==> src/rtl/mod_n_updown_counter_if.sv <==
// Bundle of control inputs and status outputs of the programmable mod-N counter.
// The master side drives requests; the slave side is the counter itself.
interface mod_n_updown_counter_if #(
    parameter int WIDTH  = 2,
    parameter int WRAP_W = 8
);
    logic              en;
    logic              up_dn;
    logic              load;
    logic [WIDTH-1:0]  load_val;
    logic              mod_we;
    logic [WIDTH:0]    mod_val;
    logic [WIDTH-1:0]  q;
    logic [WIDTH:0]    mod_q;
    logic              tc;
    logic [WRAP_W-1:0] wrap_cnt;
    logic              err;

    modport master (
        output en, up_dn, load, load_val, mod_we, mod_val,
        input  q, mod_q, tc, wrap_cnt, err
    );

    modport slave (
        input  en, up_dn, load, load_val, mod_we, mod_val,
        output q, mod_q, tc, wrap_cnt, err
    );
endinterface

==> src/rtl/mod_n_updown_counter.sv <==
// Synchronous mod-N up/down counter with run-time modulus, parallel load, cascade carry
// and saturating wrap counter. Request priority per edge: mod_we > load > en.
module mod_n_updown_counter #(
    parameter int WIDTH       = 2,
    parameter int DEFAULT_MOD = 3,
    parameter int WRAP_W      = 8
) (
    input  logic                 clk,
    input  logic                 clr,
    mod_n_updown_counter_if.slave bus
);
    localparam logic [WIDTH:0]    MAX_MOD = {1'b1, {WIDTH{1'b0}}};
    localparam logic [WIDTH:0]    MIN_MOD = (WIDTH+1)'(2);
    localparam logic [WIDTH:0]    RST_MOD = (WIDTH+1)'(DEFAULT_MOD);
    localparam logic [WIDTH:0]    ONE_M   = (WIDTH+1)'(1);
    localparam logic [WIDTH-1:0]  ONE_Q   = WIDTH'(1);
    localparam logic [WRAP_W-1:0] ONE_W   = WRAP_W'(1);

    logic [WIDTH-1:0]  q_reg, q_next;
    logic [WIDTH:0]    mod_q_reg, mod_q_next;
    logic [WRAP_W-1:0] wrap_cnt_reg, wrap_cnt_next;
    logic              err_reg, err_next;

    logic [WIDTH:0]    top_val;
    logic              at_top, at_zero, wrap_hit, mod_ok, load_ok;

    // Comparisons are done one bit wider than q so mod_q == 2^WIDTH is representable.
    assign top_val  = mod_q_reg - ONE_M;
    assign at_top   = ({1'b0, q_reg} == top_val);
    assign at_zero  = (q_reg == '0);
    assign wrap_hit = bus.en & ~bus.mod_we & ~bus.load & (bus.up_dn ? at_top : at_zero);
    assign mod_ok   = (bus.mod_val >= MIN_MOD) && (bus.mod_val <= MAX_MOD);
    assign load_ok  = ({1'b0, bus.load_val} < mod_q_reg);

    // Zero-latency carry so a cascaded stage advances on the same edge as this wrap.
    assign bus.tc       = clr & wrap_hit;
    assign bus.q        = q_reg;
    assign bus.mod_q    = mod_q_reg;
    assign bus.wrap_cnt = wrap_cnt_reg;
    assign bus.err      = err_reg;

    always_comb begin
        q_next        = q_reg;
        mod_q_next    = mod_q_reg;
        wrap_cnt_next = wrap_cnt_reg;
        err_next      = err_reg;
        if (bus.mod_we) begin
            if (mod_ok) begin
                mod_q_next = bus.mod_val;
                if ({1'b0, q_reg} >= bus.mod_val) begin
                    q_next = '0;
                end
            end else begin
                err_next = 1'b1;
            end
        end else if (bus.load) begin
            if (load_ok) begin
                q_next = bus.load_val;
            end else begin
                err_next = 1'b1;
            end
        end else if (bus.en) begin
            if (wrap_hit) begin
                q_next = bus.up_dn ? '0 : top_val[WIDTH-1:0];
                if (wrap_cnt_reg != '1) begin
                    wrap_cnt_next = wrap_cnt_reg + ONE_W;
                end
            end else begin
                q_next = bus.up_dn ? (q_reg + ONE_Q) : (q_reg - ONE_Q);
            end
        end
    end

    always_ff @(posedge clk) begin
        if (!clr) begin
            q_reg        <= '0;
            mod_q_reg    <= RST_MOD;
            wrap_cnt_reg <= '0;
            err_reg      <= 1'b0;
        end else begin
            q_reg        <= q_next;
            mod_q_reg    <= mod_q_next;
            wrap_cnt_reg <= wrap_cnt_next;
            err_reg      <= err_next;
        end
    end
endmodule

==> src/flat_wrapper.sv <==
// flat-port wrapper written by rule: the top's interface ports become plain ports
module mod_n_updown_counter_flat 
#(
    parameter int WIDTH       = 2,
    parameter int DEFAULT_MOD = 3,
    parameter int WRAP_W      = 8
)
  (clk, clr, bus_en, bus_up_dn, bus_load, bus_load_val, bus_mod_we, bus_mod_val, bus_q, bus_mod_q, bus_tc, bus_wrap_cnt, bus_err);
  mod_n_updown_counter_if #(.WIDTH(WIDTH), .WRAP_W(WRAP_W)) bus_i ();
  input  logic clk;
  input  logic clr;
  input wire logic [$bits(bus_i.en)-1:0] bus_en;
  input wire logic [$bits(bus_i.up_dn)-1:0] bus_up_dn;
  input wire logic [$bits(bus_i.load)-1:0] bus_load;
  input wire logic [$bits(bus_i.load_val)-1:0] bus_load_val;
  input wire logic [$bits(bus_i.mod_we)-1:0] bus_mod_we;
  input wire logic [$bits(bus_i.mod_val)-1:0] bus_mod_val;
  output wire logic [$bits(bus_i.q)-1:0] bus_q;
  output wire logic [$bits(bus_i.mod_q)-1:0] bus_mod_q;
  output wire logic [$bits(bus_i.tc)-1:0] bus_tc;
  output wire logic [$bits(bus_i.wrap_cnt)-1:0] bus_wrap_cnt;
  output wire logic [$bits(bus_i.err)-1:0] bus_err;
  assign bus_i.en = bus_en;
  assign bus_i.up_dn = bus_up_dn;
  assign bus_i.load = bus_load;
  assign bus_i.load_val = bus_load_val;
  assign bus_i.mod_we = bus_mod_we;
  assign bus_i.mod_val = bus_mod_val;
  assign bus_q = bus_i.q;
  assign bus_mod_q = bus_i.mod_q;
  assign bus_tc = bus_i.tc;
  assign bus_wrap_cnt = bus_i.wrap_cnt;
  assign bus_err = bus_i.err;
  mod_n_updown_counter #(.WIDTH(WIDTH), .DEFAULT_MOD(DEFAULT_MOD), .WRAP_W(WRAP_W)) u_core (.clk(clk), .clr(clr), .bus(bus_i));
endmodule
==> config.mk <==
export PLATFORM = sky130hd
export DESIGN_NAME = mod_n_updown_counter_flat
export DESIGN_NICKNAME = d
export VERILOG_FILES = /design/src/rtl/mod_n_updown_counter_if.sv /design/src/rtl/mod_n_updown_counter.sv /design/src/flat_wrapper.sv
export SDC_FILE = /design/constraint.sdc
export NUM_CORES = 1
export LEC_CHECK = 0
export ABC_CLOCK_PERIOD_IN_PS = 3750
export BUFFER_PORTS_ARGS = -buffer_cell sky130_fd_sc_hd__clkbuf_2
export CORE_MARGIN = 5
export CORE_UTILIZATION = 55
export CTS_BUF_LIST = sky130_fd_sc_hd__clkbuf_4
export CTS_CLUSTER_SIZE = 30
export DETAILED_ROUTE_END_ITERATION = 8
export PLACE_DENSITY = 0.83
export SLEW_MARGIN = 20
export SYNTH_ARGS = -nofsm -noshare
export SYNTH_HDL_FRONTEND = slang
export SYNTH_SLANG_ARGS = --single-unit
==> constraint.sdc <==
create_clock -name clk -period 3.75 [get_ports clk]
set_input_delay 0.75 -clock clk [delete_from_list [all_inputs] [get_ports clk]]
set_output_delay 0.75 -clock clk [all_outputs]
set_load 0.01 [all_outputs]
# --- Yosys cells after proc, flatten, opt, wreduce, memory -nomap -nowiden ---
# Index checks and enable logic that the tools add are counted.
word_totals:
  output_inout_bits: 15
  reg_bits: 14
  word_cells: 47
  inputBits: 11
classes:
  order_cmp: 4
  eq_ne: 7
  bitwise: 6
  n_mux: 14
  n_addsub: 4
  n_reduce_logical: 8
op_table:
  columns: ["cell", "n"]
  rows:
  - ["$mux 2", 9]
  - ["$add 8x1->8 const B", 1]
  - ["$ne 8x8->1 const B", 1]
  - ["$mux 1", 5]
  - ["$reduce_and 5->1", 1]
  - ["$and 1x1->1", 4]
  - ["$ne 2x1->1 const B", 2]
  - ["$ne 2x2->1 const B", 2]
  - ["$reduce_and 4->1", 1]
  - ["$eq 2x3->1", 1]
  - ["$ge 2x3->1", 1]
  - ["$ge 3x2->1 const B", 1]
  - ["$le 3x3->1 const B", 1]
  - ["$lt 2x3->1", 1]
  - ["$ne 3x1->1 const B", 1]
  - ["$reduce_and 3->1", 1]
  - ["$reduce_bool 3->1", 1]
  - ["$sub 3x1->3 const B", 1]
  - ["$add 2x1->2 const B", 1]
  - ["$logic_not 2->1", 1]
  - ["$not 1->1", 2]
  - ["$reduce_and 2->1", 1]
  - ["$reduce_bool 2->1", 1]
  - ["$sub 2x1->2 const B", 1]
  - ["$logic_and 1x1->1", 1]

# --- Logic depth before layout (Yosys ltp) ---
logic_depth:
  depth_word: 8
  depth_mapped: 7
  ltp_nobuf: 6

# --- Worst setup path before layout ---
# Ideal clock, no wire load.
synth_path:
  kind: "reg2out"
  start: "register u_core.mod_q_reg[0] (netlist: u_core.bus.mod_q[0])"
  end: "output port bus_tc"
  stages_incl_launch_ff: 7
  t_required_ps: 3000
  arrival_ps: 1772
  path_buffers: 1
  slack_ps: 1228
  path_cell_list: "dfxtp_1 > inv_1 > ha_1 > xor2_1 > a41oi_1 > buf_2 > nor3b_1"
synth_between:
  elab_chain_len: 5
synth_rtl:
  columns: ["element", "line_no", "text"]
  rows:
  - ["from (decl)", "mod_n_updown_counter.sv:20", "logic [WIDTH:0] mod_q_reg, mod_q_next;"]
  - ["from (signal assigned)", "mod_n_updown_counter.sv:82", "mod_q_reg <= mod_q_next;"]
  - ["$sub 3x1->3", "mod_n_updown_counter.sv:28", "assign top_val = mod_q_reg - ONE_M;"]
  - ["$eq 2x3->1", "mod_n_updown_counter.sv:29", "assign at_top = ({1'b0, q_reg} == top_val);"]
  - ["$mux 1", "mod_n_updown_counter.sv:31", "assign wrap_hit = bus.en & ~bus.mod_we & ~bus.load & (bus.up_dn ? at_top : at_zero);"]
  - ["$and 1x1->1", "mod_n_updown_counter.sv:31", null]
  - ["$and 1x1->1", "mod_n_updown_counter.sv:36", "assign bus.tc = clr & wrap_hit;"]
  - ["to (decl)", "flat_wrapper.sv:20", "output wire logic [$bits(bus_i.tc)-1:0] bus_tc;"]
# Every way passes these cells.

# --- Final worst setup path ---
# Same ends and word-level chain as after synthesis.

==> results.json <==
{
  "finalSetupViolations": 0,
  "synth_nets": 133,
  "ir_drop_uv": 314,
  "n_fill_cell": 150,
  "yosysTopAreaCell": "dfxtp_1",
  "post-synth-top-count-cell": "dfxtp_1",
  "synthTopCellsByArea": "dfxtp_1, ha_1, a21oi_1, o31ai_1, inv_1",
  "p_leak_nw": 0.468,
  "cp.arrival_ns": 2.09,
  "die_w_um": 52.2,
  "ys.flop_type": "dfxtp_1",
  "synth-edff-count": 0,
  "r2r_cells": 7,
  "fmax_mhz": 353,
  "first_iter_violations": 15,
  "dp_hpwl_um": 1620,
  "root_buffer": "clkbuf_4",
  "post_cts_buffers": 0,
  "crit_path_top_delay_cell": "dfxtp_1",
  "maxSlewViolCount": 0,
  "grt_pass1_vias": 792,
  "crit_type": "reg2out",
  "grt_setup_unrepaired": "no",
  "cp_top_family": "flip-flops",
  "synth_compound_gate_area_share": 0.284,
  "drive_above_1_share": 0.227,
  "drc": 0,
  "core-area_um2": 1710,
  "grt_overflow": 0,
  "slowest_delay_ns": 0.46,
  "yosys.area_share.simple": 0.249,
  "ios": 26,
  "yosysSeqAreaShare": 0.286,
  "max_slew_margin": 0.774,
  "worst_slack_ns": 0.915,
  "reg2reg_slack_ns": 1.59,
  "min_path_cells": 1,
  "hold_viol": 0,
  "min_period_over_period": 0.756,
  "firstDrtPassIters": 4,
  "hold_end": "u_core.bus.err",
  "r2r_end": "u_core.bus.wrap_cnt[7]",
  "fp.dieH_um": 52.2,
  "placed_cell_area_um2": 1110,
  "critPathMaxFanout": 15,
  "via_per_inst": 5.68,
  "hold_class": "reg2reg",
  "status": "finished, final reports clean",
  "grt_pass1_wl_um": 3300,
  "netlist.area_leader.share": 0.286,
  "synth_top_family_by_area": "compound AO/OA/AOI/OAI gates",
  "final_net_count": 158,
  "largest_register_ffs": 8,
  "avgSynthCellArea_um2": 8.38,
  "initial_core_util": 0.574,
  "critPathBufInv": 3,
  "num_vias": 943,
  "tightest_slew_ns": 0.339,
  "cts_tree": "yes",
  "finalWirelength_um": 2130,
  "syn_area_um2": 981,
  "ys_warn_count": 0,
  "maxCapViolCount": 0,
  "htreeDepth": 1,
  "n_antenna_cell": 0,
  "cp_cell_sequence": "inv_1, ha_1, xor2_1, a41oi_1, buf_4, nor3b_1, clkbuf_2",
  "power_density_nw_per_um2": 285,
  "ant_nets": 0,
  "ys_types": 44,
  "crit_path_start_kind": "register",
  "worstSetupEndpointType": "output port",
  "reg2reg_from": "u_core.bus.mod_q[0]",
  "synthMuxAreaShare": 0.0204,
  "io_buffers": 25,
  "clkTransAtPathRegs_ns": 0.08,
  "row_count": 15,
  "dp_cells": 162,
  "ctsResizeCount": 0,
  "ys_seq_elements": 14,
  "min_from": "u_core.bus.err",
  "fin_tns_setup_ns": 0,
  "finalClockSkew_ns": 0.00618,
  "async_flop_share": 0,
  "die_area_um2": 2730,
  "area_growth_pct": 15.9,
  "grt_max_degree": 19,
  "avgRoutedWirePerCell_um": 12.8,
  "period_minus_slack_ns": 2.84,
  "synth_xor_xnor_area_share": 0.0357,
  "cts_made_buffers": 3,
  "grt_antenna_before_repair": 0,
  "ys_top_cells_by_count": "dfxtp_1, a21oi_1, inv_1",
  "hold_buffers": 0,
  "design_area_um2": 1140,
  "layoutNonFillerInstCount": 166,
  "grt.total_usage": 0.160,
  "clk_latency_ns": 0.28,
  "synthAdderAreaFrac": 0.0638,
  "syn_inst": 117,
  "place_ws_ns": 1.21,
  "required_ns": 3.00,
  "cts.sinks": 14,
  "clock_path_buffers": 2,
  "gp_congestion": 0.850
}
==> cell type report <==
class                      instances  area, µm²  area share
sequential                        14        280       0.246
clock inverter                     1       3.75     0.00330
tap                               25       31.3      0.0275
clock buffer                       3       22.5      0.0198
multi-input combinational         90        641       0.563
inverter                           7       26.3      0.0231
timing repair buffer              26        133       0.117
==> how the worst max path moves through the flow <==
stage / from / slack [ns] / depth (start not counted) / endpoint
after floorplan: u_core.bus.mod_q[0] / 1.23 / 6 / bus_tc
after global placement: bus_mod_we / 1.26 / 4 / bus_tc
after detailed placement: bus_mod_we / 1.21 / 4 / bus_tc
after CTS: u_core.bus.mod_q[0] / 0.91 / 7 / bus_tc
after global routing: u_core.bus.mod_q[0] / 0.78 / 7 / bus_tc
final: u_core.bus.mod_q[0] / 0.91 / 7 / bus_tc
==> metal layers <==
metal	wire length (µm)	vias up	track usage	part of all wire
met2	974	21	0.245	0.46
met3	101	2	0.0513	0.047
li1	-	490	-	-
met5	0	-	0	0
met1	1040	430	0.214	0.49
met4	16	0	0.0511	0.0075
==> cells by family after synthesis <==
kind of cell             Yosys count
flip-flops                        14
adder cells (fa/ha/maj)            5
AND/OR/NAND/NOR                   41
buffers and inverters             13
AO/OA/AOI/OAI                     38
XOR/XNOR                           4
multiplexers                       2
==> per-stage QoR <==
step	power, W	hold WS (ns)	utilization
global route	0.000344	0.493	0.666
floorplan	0.000216	0.509	-
finish	0.000324	0.476	0.666
global placement	0.000237	0.450	0.651
detailed placement	0.000240	0.459	0.651
CTS	0.000327	0.480	0.666
==> placed cells by master, fill, tap and decap left out, drive strengths merged, types with 4 or more instances in the layout <==
cell type	instances
a21boi	4
a21oi	7
clkbuf	28
dfxtp	14
ha	5
inv	7
nand2	5
nor2	5
nor2b	4
o21ai	5
o31ai	4
==> report_power, final <==
group | switching [W] | internal (W) | leakage [nW]
combinational | 0.0000431 | 0.0000325 | 0.338
clock | 0.0000482 | 0.0000386 | 0.0154
sequential | 0.00000774 | 0.000154 | 0.114
total | 0.0000991 | 0.000225 | 0.468
Note: power is estimated with default switching activity, not from simulation.
